[src/rtl/tick_period_monitor_pkg.sv]
// rtl/tick_period_monitor_pkg.sv - shared states, default period and match window for tick checkers
package tick_period_monitor_pkg;

    typedef enum logic [1:0] {
        ST_IDLE    = 2'd0,
        ST_ACQUIRE = 2'd1,
        ST_LOCKED  = 2'd2
    } mon_state_t;

    // Same terminal count the timebase uses (0..500 inclusive).
    localparam int unsigned DEFAULT_EXPECTED_PERIOD = 501;

    // Written without subtraction so a tolerance larger than the period cannot wrap.
    function automatic logic in_window(input int unsigned count,
                                       input int unsigned expected,
                                       input int unsigned tol);
        return ((count + tol) >= expected) && (count <= (expected + tol));
    endfunction

endpackage

[src/rtl/tick_interval_counter.sv]
// rtl/tick_interval_counter.sv - load-on-tick saturating interval counter with saturation flag
module tick_interval_counter #(
    parameter int unsigned WIDTH = 9
) (
    input  logic             clock,
    input  logic             reset_n,
    input  logic             load,
    output logic [WIDTH-1:0] count,
    output logic             sat
);

    localparam logic [WIDTH-1:0] MAX_COUNT = '1;
    localparam logic [WIDTH-1:0] ONE       = {{(WIDTH-1){1'b0}}, 1'b1};

    // The tick edge itself counts as clock 1 of the new interval; hold at all-ones.
    always_ff @(posedge clock) begin
        if (!reset_n) begin
            count <= '0;
        end else if (load) begin
            count <= ONE;
        end else if (count != MAX_COUNT) begin
            count <= count + ONE;
        end
    end

    assign sat = (count == MAX_COUNT);

endmodule

[src/rtl/tick_period_monitor.sv]
// rtl/tick_period_monitor.sv - tick period checker with lock/error/timeout; option TICK_MON_ERRCNT_EN
import tick_period_monitor_pkg::*;

module tick_period_monitor #(
    parameter int unsigned WIDTH           = 9,
    parameter int unsigned EXPECTED_PERIOD = DEFAULT_EXPECTED_PERIOD,
    parameter int unsigned TOLERANCE       = 0,
    parameter int unsigned LOCK_COUNT      = 4
) (
    input  logic             clock,
    input  logic             reset_n,
    input  logic             tick_in,
    output logic [WIDTH-1:0] period_out,
    output logic             period_valid_out,
    output logic             locked_out,
    output logic             error_out,
    output logic             timeout_out
`ifdef TICK_MON_ERRCNT_EN
    ,
    output logic [7:0]       error_count_out
`endif
);

    if (EXPECTED_PERIOD + TOLERANCE >= (2 ** WIDTH) - 1) begin : g_bad_width
        $error("EXPECTED_PERIOD+TOLERANCE must be below the counter saturation value");
    end
    if (LOCK_COUNT < 1 || LOCK_COUNT > 15) begin : g_bad_lock_count
        $error("LOCK_COUNT must be within 1..15");
    end

    localparam logic [3:0] LOCK_TARGET = 4'(LOCK_COUNT);

    mon_state_t       state, state_next;
    logic [3:0]       match_cnt, match_next;
    logic [WIDTH-1:0] cnt;
    logic             sat;
    logic             match;
    logic [WIDTH-1:0] period_next;
    logic             valid_next, error_next, timeout_next;

    tick_interval_counter #(.WIDTH(WIDTH)) u_counter (
        .clock   (clock),
        .reset_n (reset_n),
        .load    (tick_in),
        .count   (cnt),
        .sat     (sat)
    );

    assign match = in_window(32'(cnt), EXPECTED_PERIOD, TOLERANCE);

    // Next state and next output values; a tick always takes precedence over saturation.
    always_comb begin
        state_next   = state;
        match_next   = match_cnt;
        period_next  = period_out;
        valid_next   = 1'b0;
        error_next   = 1'b0;
        timeout_next = 1'b0;
        case (state)
            ST_IDLE: begin
                if (tick_in) begin
                    state_next = ST_ACQUIRE;
                    match_next = '0;
                end
            end
            ST_ACQUIRE: begin
                if (tick_in) begin
                    period_next = cnt;
                    valid_next  = 1'b1;
                    if (match) begin
                        match_next = match_cnt + 4'd1;
                        if (match_cnt + 4'd1 == LOCK_TARGET) begin
                            state_next = ST_LOCKED;
                        end
                    end else begin
                        match_next = '0;
                    end
                end else if (sat) begin
                    timeout_next = 1'b1;
                    match_next   = '0;
                    state_next   = ST_IDLE;
                end
            end
            ST_LOCKED: begin
                if (tick_in) begin
                    period_next = cnt;
                    valid_next  = 1'b1;
                    if (!match) begin
                        error_next = 1'b1;
                        match_next = '0;
                        state_next = ST_ACQUIRE;
                    end
                end else if (sat) begin
                    timeout_next = 1'b1;
                    error_next   = 1'b1;
                    match_next   = '0;
                    state_next   = ST_IDLE;
                end
            end
            default: begin
                state_next = ST_IDLE;
                match_next = '0;
            end
        endcase
    end

    // State, match counter and registered outputs.
    always_ff @(posedge clock) begin
        if (!reset_n) begin
            state            <= ST_IDLE;
            match_cnt        <= '0;
            period_out       <= '0;
            period_valid_out <= 1'b0;
            locked_out       <= 1'b0;
            error_out        <= 1'b0;
            timeout_out      <= 1'b0;
        end else begin
            state            <= state_next;
            match_cnt        <= match_next;
            period_out       <= period_next;
            period_valid_out <= valid_next;
            locked_out       <= (state_next == ST_LOCKED);
            error_out        <= error_next;
            timeout_out      <= timeout_next;
        end
    end

`ifdef TICK_MON_ERRCNT_EN
    // Saturating error tally, moving in the same cycle error_out pulses.
    always_ff @(posedge clock) begin
        if (!reset_n) begin
            error_count_out <= '0;
        end else if (error_next && error_count_out != 8'hFF) begin
            error_count_out <= error_count_out + 8'd1;
        end
    end
`endif

endmodule

[config.mk]
export PLATFORM = sky130hd
export DESIGN_NAME = tick_period_monitor
export DESIGN_NICKNAME = d
export VERILOG_FILES = /design/src/rtl/tick_period_monitor_pkg.sv /design/src/rtl/tick_interval_counter.sv /design/src/rtl/tick_period_monitor.sv
export SDC_FILE = /design/constraint.sdc
export NUM_CORES = 1
export LEC_CHECK = 0
export CORE_MARGIN = 4
export CORE_UTILIZATION = 50
export CTS_CLUSTER_DIAMETER = 30
export DETAILED_ROUTE_END_ITERATION = 16
export PLACE_DENSITY = 0.73
export SYNTH_ARGS = -nofsm -noshare
export SYNTH_HDL_FRONTEND = slang
export SYNTH_SLANG_ARGS = --single-unit
[constraint.sdc]
create_clock -name clock -period 2.83 [get_ports clock]
set_input_delay 0.849 -clock clock [delete_from_list [all_inputs] [get_ports clock]]
set_output_delay 0.849 -clock clock [all_outputs]
set_load 0.01 [all_outputs]
# Yosys cells after proc, flatten, opt, wreduce, memory -nomap -nowiden
# Cells that the tools add are included.
[op_classes] n_reduce_logical=10 muxes=21 n_bitwise=2 order_cmp=2 n_addsub=2 n_eq_ne=8
[ops] cell="4-bit two-way mux" count=6
[ops] cell="2-bit two-way mux" count=7
[ops] cell="4-bit case mux with 3 select lines" count=1
[ops] cell="9-bit by 1-bit adder with 9-bit output, second input constant" count=1
[ops] cell="9-bit equality test, second input constant" count=1
[ops] cell="9-bit greater-or-equal comparator, second input constant" count=1
[ops] cell="9-bit <= comparator, second input constant" count=1
[ops] cell="9-bit != test, second input constant" count=1
[ops] cell="2-bit AND reduction" count=4
[ops] cell="1-bit two-way mux" count=6
[ops] cell="2-bit case mux with 3 select lines" count=1
[ops] cell="4-bit by 1-bit adder with 4-bit output, second input constant" count=1
[ops] cell="2-bit equality test, second input constant" count=2
[ops] cell="4-bit by 3-bit equality test with 1-bit output, second input constant" count=1
[ops] cell="2-bit OR reduction" count=2
[ops] cell="3-bit != test, second input constant" count=1
[ops] cell="3-bit OR reduction" count=1
[ops] cell="2-bit by 1-bit equality test with 1-bit output, second input constant" count=1
[ops] cell="2-bit logical NOT" count=1
[ops] cell="2-bit != test, second input constant" count=1
[ops] cell="1-bit inverter" count=2
[ops] cell="2-bit nonzero test" count=1
[ops] cell="1-bit logical AND" count=1
[word_totals] ff_bits=28 output_inout_bits=13 wordCells=54

# Logic depth before layout (Yosys ltp)
# Gate-level depths: netlist of run 1.
[depth] depth_word=7 mapped_depth=9 depth_no_buf=8

# Cells and area by module
# From an unflattened synthesis of run 1, not the netlist that was laid out.
[unflattened] cells_unflattened=155 hier_area_um2=1430.1
[by_module_without_submodules] module="tick_period_monitor" area_each_um2=992.2 cells_each=110 instances=1 seq_area_each_um2=380.4
[by_module_without_submodules] module="tick_interval_counter" area_each_um2=437.9 cells_each=45 instances=1 seq_area_each_um2=180.2

# Worst setup path after synthesis of run 1
# OpenSTA, ideal clock, no wires.
[synth_timing] kind="reg-to-reg" from="reg u_counter.count[4]" to="reg locked_out" setup_time_ns=0.120 n_path_buf=1 arrival_time_ns=1.779 synth_period_minus_slack_ns=1.898 setup_slack_ns=0.932 path_stages_with_launch=10 t_required_ns=2.710 cell_sequence="dfxtp_1 -> and4_4 -> and4_2 -> ha_1 -> buf_2 -> inv_1 -> nor2_1 -> o21ai_0 -> a41o_2 -> o31a_1"
[synth_lines] item="from (decl)" line="tick_interval_counter.sv:8" source="output logic [WIDTH-1:0] count,"
[synth_lines] item="from (signal assigned)" line="tick_interval_counter.sv:22" source="count <= count + ONE;"
[synth_lines] item="9-bit equality test *" line="tick_interval_counter.sv:26" source="assign sat = (count == MAX_COUNT);"
[synth_lines] item="named net sat" line="tick_period_monitor.sv:36" source="logic sat;"
[synth_lines] item="2-bit two-way mux *" line="tick_period_monitor.sv:78, tick_period_monitor.sv:93"
[synth_lines] item="2-bit two-way mux (on tied branches)" line="tick_period_monitor.sv:85, tick_period_monitor.sv:67"
[synth_lines] item="2-bit case mux with 3 select lines *" line="tick_period_monitor.sv:59" source="case (state)"
[synth_lines] item="2-bit equality test *" line="tick_period_monitor.sv:122" source="locked_out <= (state_next == ST_LOCKED);"
[synth_lines] item="to (signal assigned)" line="tick_period_monitor.sv:122"
[synth_lines] item="to (decl)" line="tick_period_monitor.sv:15" source="output logic locked_out,"
# The timed path passes the listed nets; every way through them passes the cells marked *.
# A chain may end at the register's enable or synchronous reset.

# Final worst setup path of run 1
# Ends and elaborated chain as after synthesis.

==> metrics.csv, run 1 <==
stage,metric,value,unit
run_status,status,finished clean,
clock_network,buffer depth of the longest clock path,2,
yosys,Syn Std Cell Area,1334,sq um
route,TritonRoute pass-1 iters,4,
floorplanning,Die X,59.65,um
route,per-cell routed wire length,13.74,um
clock_network,CTS Sinks,28,
sta,Final Setup Violations,0,
cells_and_area,nets,180,
yosys,share of synthesized registers carrying an async set or reset,0,%
cells_and_area,share of cells above drive strength 1,8.929,%
yosys,Mean Syn Cell Area,8.718,sq um
sta,RSZ-0062 raised after global routing,no,
floorplanning,Core ar.,2500,sq um
sta,"Slew Viols, Final",0,
clock_network,Worst-Skew Late Latency,320,ps
clock_network,"CTS clk-pin slew, worst paths",140,ps
critical_path,worst reg2reg path depth,8,
sta,max_slew headroom,67.71,%
power_and_ir_drop,Leak Pwr,0.5665,nW
power_and_ir_drop,register share of total power,62.6,%
cells_and_area,# diodes,0,
sta,Final Skew,1.017,ps
yosys,Syn Nets,164,
grt,initial antenna violation count,0,
power_and_ir_drop,Comb power frac,7.8,%
clock_network,hold buffer count at CTS,0,
yosys,number of enable-type register cells in the synthesized netlist,0,
yosys,top post-synthesis cells by area,"dfxtp_1 (42%), nand2_1 (8.2%), ha_1 (7.5%)",
yosys,Netlist cell types,37,
critical_path,WS Path Type,reg -> reg,
route,final WL,2.721,mm
critical_path,RR Endpoint,locked_out,
yosys,post-synthesis register bit count,28,
yosys,top_reg_cell synth,dfxtp_1,
yosys,Synth top area share,42.03,%
clock_network,number of setup buffers added after CTS,0,
grt,total grt overflow,0,
sta,Final min period,2229,ps
min_path,worst hold endpoint,period_out[2],
floorplanning,Ports,16,
clock_network,CTS Buf Count,3,
cells_and_area,area growth from synthesis to layout,15.29,%
cells_and_area,fillcell total,219,
yosys,post-synthesis sequential area ratio,42.03,%
sta,worst slew pin tran,482.9,ps
clock_network,post-cts repair resize count,0,
min_path,HP Class,reg -> reg,
power_and_ir_drop,pwr dens,419.6,nW/um^2
sta,period utilization,78.76,%
power_and_ir_drop,clock share of power,29.7,%
sta,maximum clock frequency,448.7,MHz
critical_path,WP data required,3060,ps
run,maxcap violations,0,
critical_path,crit end category,flip-flop,
floorplanning,FP Rows,18,
critical_path,worst-path fanout max,8,
critical_path,CP Launch Type,flip-flop,
power_and_ir_drop,Internal Power,0.4979,mW
placed_design,HPWL after detailed placement,2.068,mm
sta,endpoints failing hold,0,
min_path,Hold Startpoint,period_out[2],
grt,Tot GR Track Use,16.93,%
clock_network,clock root buffer,clkbuf_4,
power_and_ir_drop,Sw Pwr,0.1473,mW
grt,first-pass GRT wire length,4.643,mm
critical_path,CP arrival,2460,ps
floorplanning,Chip Height,59.65,um
cells_and_area,final cell count without fillers,198,
placed_design,Post-Place Cells,194,
placed_design,GP Congestion,0.8404,
cells_and_area,Multi-input gate area,723.2,sq um
critical_path,flop2flop setup slack,600,ps
route,vias,1075,
min_path,Hold Path Depth,2,
yosys,top cells by instance count after synthesis,"nand2_1 (29), dfxtp_1 (28), nor2_1 (13)",
clock_network,CTS tree,yes,
yosys,Synth warnings,0,
grt,vias in the first global route,1074,
grt,pin count of the biggest net entering global routing,18,
placed_design,I/O Buffers,15,
yosys,"count leader, synth",nand2_1,
yosys,synthesized instance count,153,
route,Detail Route Antenna Nets,0,
floorplanning,Starting Density,53.35,%
route,Iter 0 DRT Violations,21,
critical_path,FF-to-FF Start,u_counter.count[4],
route,DR DRC count,0,
clock_network,CTS H-tree depth,1,
power_and_ir_drop,maximum vdd drop,226.2,uV
sta,Fin Setup TNS,0,ps
yosys,post-synth top area cell,dfxtp_1,
power_and_ir_drop,sw frac,22.82,%
floorplanning,DIE AREA,3558,sq um
cells_and_area,Reg area,560.5,sq um
route,vias per std cell,5.429,
[cell families after synthesis]
logic type	share of synthesized area, %
DFF	42.03
AOI/OAI and AO/OA	16.70
buffers and inverters	3.752
xor gates and xnor gates	3.940
adders and majority gates	7.505
and+or+nand+nor	25.33
muxes	0.7505
[routing by layer]
metal	vias up	GRT usage (%)	wire length, um
met1	496	21.12	1338
met3	4	3.024	98
met2	21	28.55	1256
li1	554	-	-
met5	-	0	0
met4	0	6.962	28
[worst max path at each step]
| stage | from | to | slack [ps] | cells past startpoint |
|---|---|---|---|---|
| floorplan | u_counter.count[4] | locked_out | 930 | 9 |
| global placement | tick_in | state[0] | 430 | 5 |
| detailed placement | tick_in | state[0] | 340 | 5 |
| CTS | u_counter.count[4] | locked_out | 600 | 8 |
| global route | u_counter.count[4] | locked_out | 460 | 8 |
| finish | u_counter.count[4] | locked_out | 600 | 8 |
[power groups by stage]
stage | Combinational, mW | Clock (mW) | Sequential (mW)
after global placement | 0.0488 | 0 | 0.412
after global routing | 0.0553 | 0.215 | 0.405
after CTS | 0.0502 | 0.200 | 0.404
final | 0.0502 | 0.191 | 0.404
after detailed placement | 0.0501 | 0 | 0.412
after floorplan | 0.0350 | 0 | 0.411
[registers in the layout, summed over array words and instances, names as in the netlist]
signal and flops:
period_out 9, u_counter.count 9, match_cnt 4, state 2, error_out 1, locked_out 1
period_valid_out 1, timeout_out 1
[layout by cell type (no fill, tap or decap), types with 2 or more instances in the layout]
master,n
nand4_1,3
or2_2,2
nand2_1,29
clkbuf_4,3
a211oi_1,2
a21oi_1,5
o21ai_0,6
dfxtp_1,28
a21o_1,2
inv_1,6
ha_1,8
xor2_1,5
nand3_1,5
and4_2,2
nor2_1,13
clkdlybuf4s50_1,15
nor2b_1,2
a21boi_0,11
nor3b_1,2
[per-stage QoR]
stage | worst slack, ps | utilization (%) | hold WS [ps] | area (sq um) | total power [mW]
CTS | 603.7 | 61.51 | 483.4 | 1538 | 0.6540
detailed placement | 341.8 | 60.06 | 464.2 | 1501 | 0.4623
floorplan | 931.6 | - | 451.4 | 1334 | 0.4464
global route | 461.5 | 61.51 | 501.3 | 1538 | 0.6750
global placement | 425.4 | 60.06 | 452.9 | 1501 | 0.4607
finish | 601.2 | 61.51 | 478.0 | 1538 | 0.6452
[critical path: stages, from the launching register on]
cell and delay (ps):
dfxtp_1 460, and4_4 290, and4_2 230, ha_1 340, inv_1 150, nor2_1 150, o21ai_0 110, a41o_2 300
o31a_1 100
[final cells by class]
class,instances,share of cell area [%]
Multi-Input combinational cell,114,47.03
Sequential cell,28,36.45
Timing Repair Buffer,16,10.25
Tap cell,30,2.441
Clock buffer,4,2.360
Inverter,6,1.465
Power figures use the tool's default switching activity.
==> run 2: changes to the inputs <==
==> constraint.sdc (replaced) <==
create_clock -name clock -period 2.3 [get_ports clock]
set_input_delay 0.69 -clock clock [delete_from_list [all_inputs] [get_ports clock]]
set_output_delay 0.69 -clock clock [all_outputs]
set_load 0.01 [all_outputs]
==> run 2 against run 1 <==
Against the previous run: cell count grew 2.0%; global-route usage up 0.096 points; core utilization grew 1.2 points; register-to-register slack worse by 320 ps; sequential share of layout area down 0.70 points; largest cell class unchanged.
==> metrics.csv, run 2 (same netlist as run 1, synthesis figures left out) <==
stage,metric,value,unit
run_status,status,finished clean,
cells_and_area,largest registers in the final layout,"period_out x9, u_counter.count x9, match_cnt x4",
clock_network,clock root buffer,clkbuf_4,
run,maxcap violations,0,
critical_path,crit end category,flip-flop,
critical_path,CP Launch Type,flip-flop,
critical_path,Slowest Stage Delay on Critical Path,390,ps
sta,Final Skew,3.535,ps
floorplanning,Die X,59.65,um
route,vias,1090,
clock_network,buffer depth of the longest clock path,2,
cells_and_area,Reg area,560.5,sq um
clock_network,CTS H-tree depth,1,
route,vias per std cell,5.396,
sta,endpoints failing hold,0,
floorplanning,Chip Height,59.65,um
cells_and_area,share of cells above drive strength 1,11.05,%
cells_and_area,cell area after layout,1568,sq um
critical_path,slowest cell on the critical path,dfxtp_1,
floorplanning,FP Rows,18,
critical_path,worst path cell trace,ha_1 -> and4_2 -> ha_1 -> buf_4 -> nor2b_2 -> nand3_1 -> or3_1 -> a21oi_1,
grt,first-pass GRT wire length,4.678,mm
cells_and_area,"most common cell after layout, fill and taps aside",nand2_1,
sta,RSZ-0062 raised after global routing,no,
sta,period utilization,87.59,%
floorplanning,Ports,16,
clock_network,Worst-Skew Late Latency,320,ps
placed_design,GP Congestion,0.8040,
cells_and_area,area growth from synthesis to layout,17.54,%
route,Iter 0 DRT Violations,26,
floorplanning,Starting Density,53.35,%
cells_and_area,# diodes,0,
critical_path,worst-path fanout max,7,
clock_network,"CTS clk-pin slew, worst paths",140,ps
route,Detail Route Antenna Nets,0,
cells_and_area,nets,184,
clock_network,post-cts repair resize count,0,
sta,max_slew headroom,74.88,%
grt,total grt overflow,0,
sta,Final min period,2015,ps
route,DR DRC count,0,
route,per-cell routed wire length,12.60,um
route,final WL,2.545,mm
route,TritonRoute pass-1 iters,4,
clock_network,CTS Buf Count,3,
floorplanning,DIE AREA,3558,sq um
min_path,HP Class,reg -> reg,
critical_path,CP arrival,2280,ps
sta,"Slew Viols, Final",0,
power_and_ir_drop,Leak Pwr,0.5865,nW
placed_design,HPWL after detailed placement,1.938,mm
clock_network,number of setup buffers added after CTS,0,
clock_network,CTS Sinks,28,
grt,vias in the first global route,1061,
sta,maximum clock frequency,496.4,MHz
cells_and_area,most frequent cells in the layout,"nand2_1 (29), dfxtp_1 (28), clkdlybuf4s50_1 (15)",
cells_and_area,fillcell total,220,
power_and_ir_drop,maximum vdd drop,433.1,uV
power_and_ir_drop,pwr dens,504.8,nW/um^2
sta,worst slew pin tran,375.6,ps
clock_network,CTS tree,yes,
critical_path,WS Path Type,reg -> reg,
critical_path,Crit path top cell by count,ha_1,
grt,pin count of the biggest net entering global routing,16,
grt,initial antenna violation count,0,
sta,Final Setup Violations,0,
critical_path,WP data required,2570,ps
placed_design,I/O Buffers,15,
cells_and_area,Multi-input gate area,723.2,sq um
clock_network,hold buffer count at CTS,0,
floorplanning,Core ar.,2500,sq um
sta,Fin Setup TNS,0,ps
grt,Tot GR Track Use,17.03,%
placed_design,Post-DP Area,1531,sq um
[run 2: cell count changes in the layout (fill, tap and decap cells not counted)]
cell,previous run,this run
buf_4,1,5
[run 2: final cells by class]
cell class	count	share of cell area, %
repair buffers	20	11.97
clock buffers	4	2.314
well taps	30	2.394
flip-flops and latches	28	35.75
multi-input cells	114	46.13
inverters	6	1.437
[run 2: worst paths after layout]
kind	startpoint	to	slack, ps	cells after the start
setup reg to reg	u_counter.count[1]	u_counter.count[6]	290	8
hold / removal	period_out[5]	period_out[5]	470	2
setup / recovery	u_counter.count[1]	u_counter.count[6]	290	8
hold reg to reg	period_out[5]	period_out[5]	470	2
[run 2: through the flow]
stage / total power, mW / hold WS (ps) / instances / utilization (%) / worst slack, ps
2_1_floorplan: 0.5493 / 451.4 / 153 / - / 401.6
3_3_place_gp: 0.5716 / 450.8 / 198 / 61.26 / 168.0
3_5_place_dp: 0.5722 / 459.6 / 198 / 61.26 / 108.9
4_1_cts: 0.8049 / 478.4 / 202 / 62.71 / 273.2
5_1_grt: 0.8310 / 499.1 / 202 / 62.71 / 110.5
6_report: 0.7915 / 474.2 / 202 / 62.71 / 285.5
[run 2: routing by layer]
layer,global-route usage (%),routed length (um)
met4,4.747,23
met5,0,0
met3,4.968,110
met1,21.91,1258
met2,27.62,1152
[run 2: report_power, final]
group / switching, mW / internal, mW
clock network: 0.133 / 0.0968
registers: 0.00459 / 0.491
logic: 0.0383 / 0.0286
[run 2: worst max-delay path: cells and delay by family (launching register included)]
kind	cells	cell delay [ps]
adders and majority gates	2	420
buffers and inverters	1	170
AOI/OAI and AO/OA	1	130
DFF	1	390
and+or+nand+nor	4	860
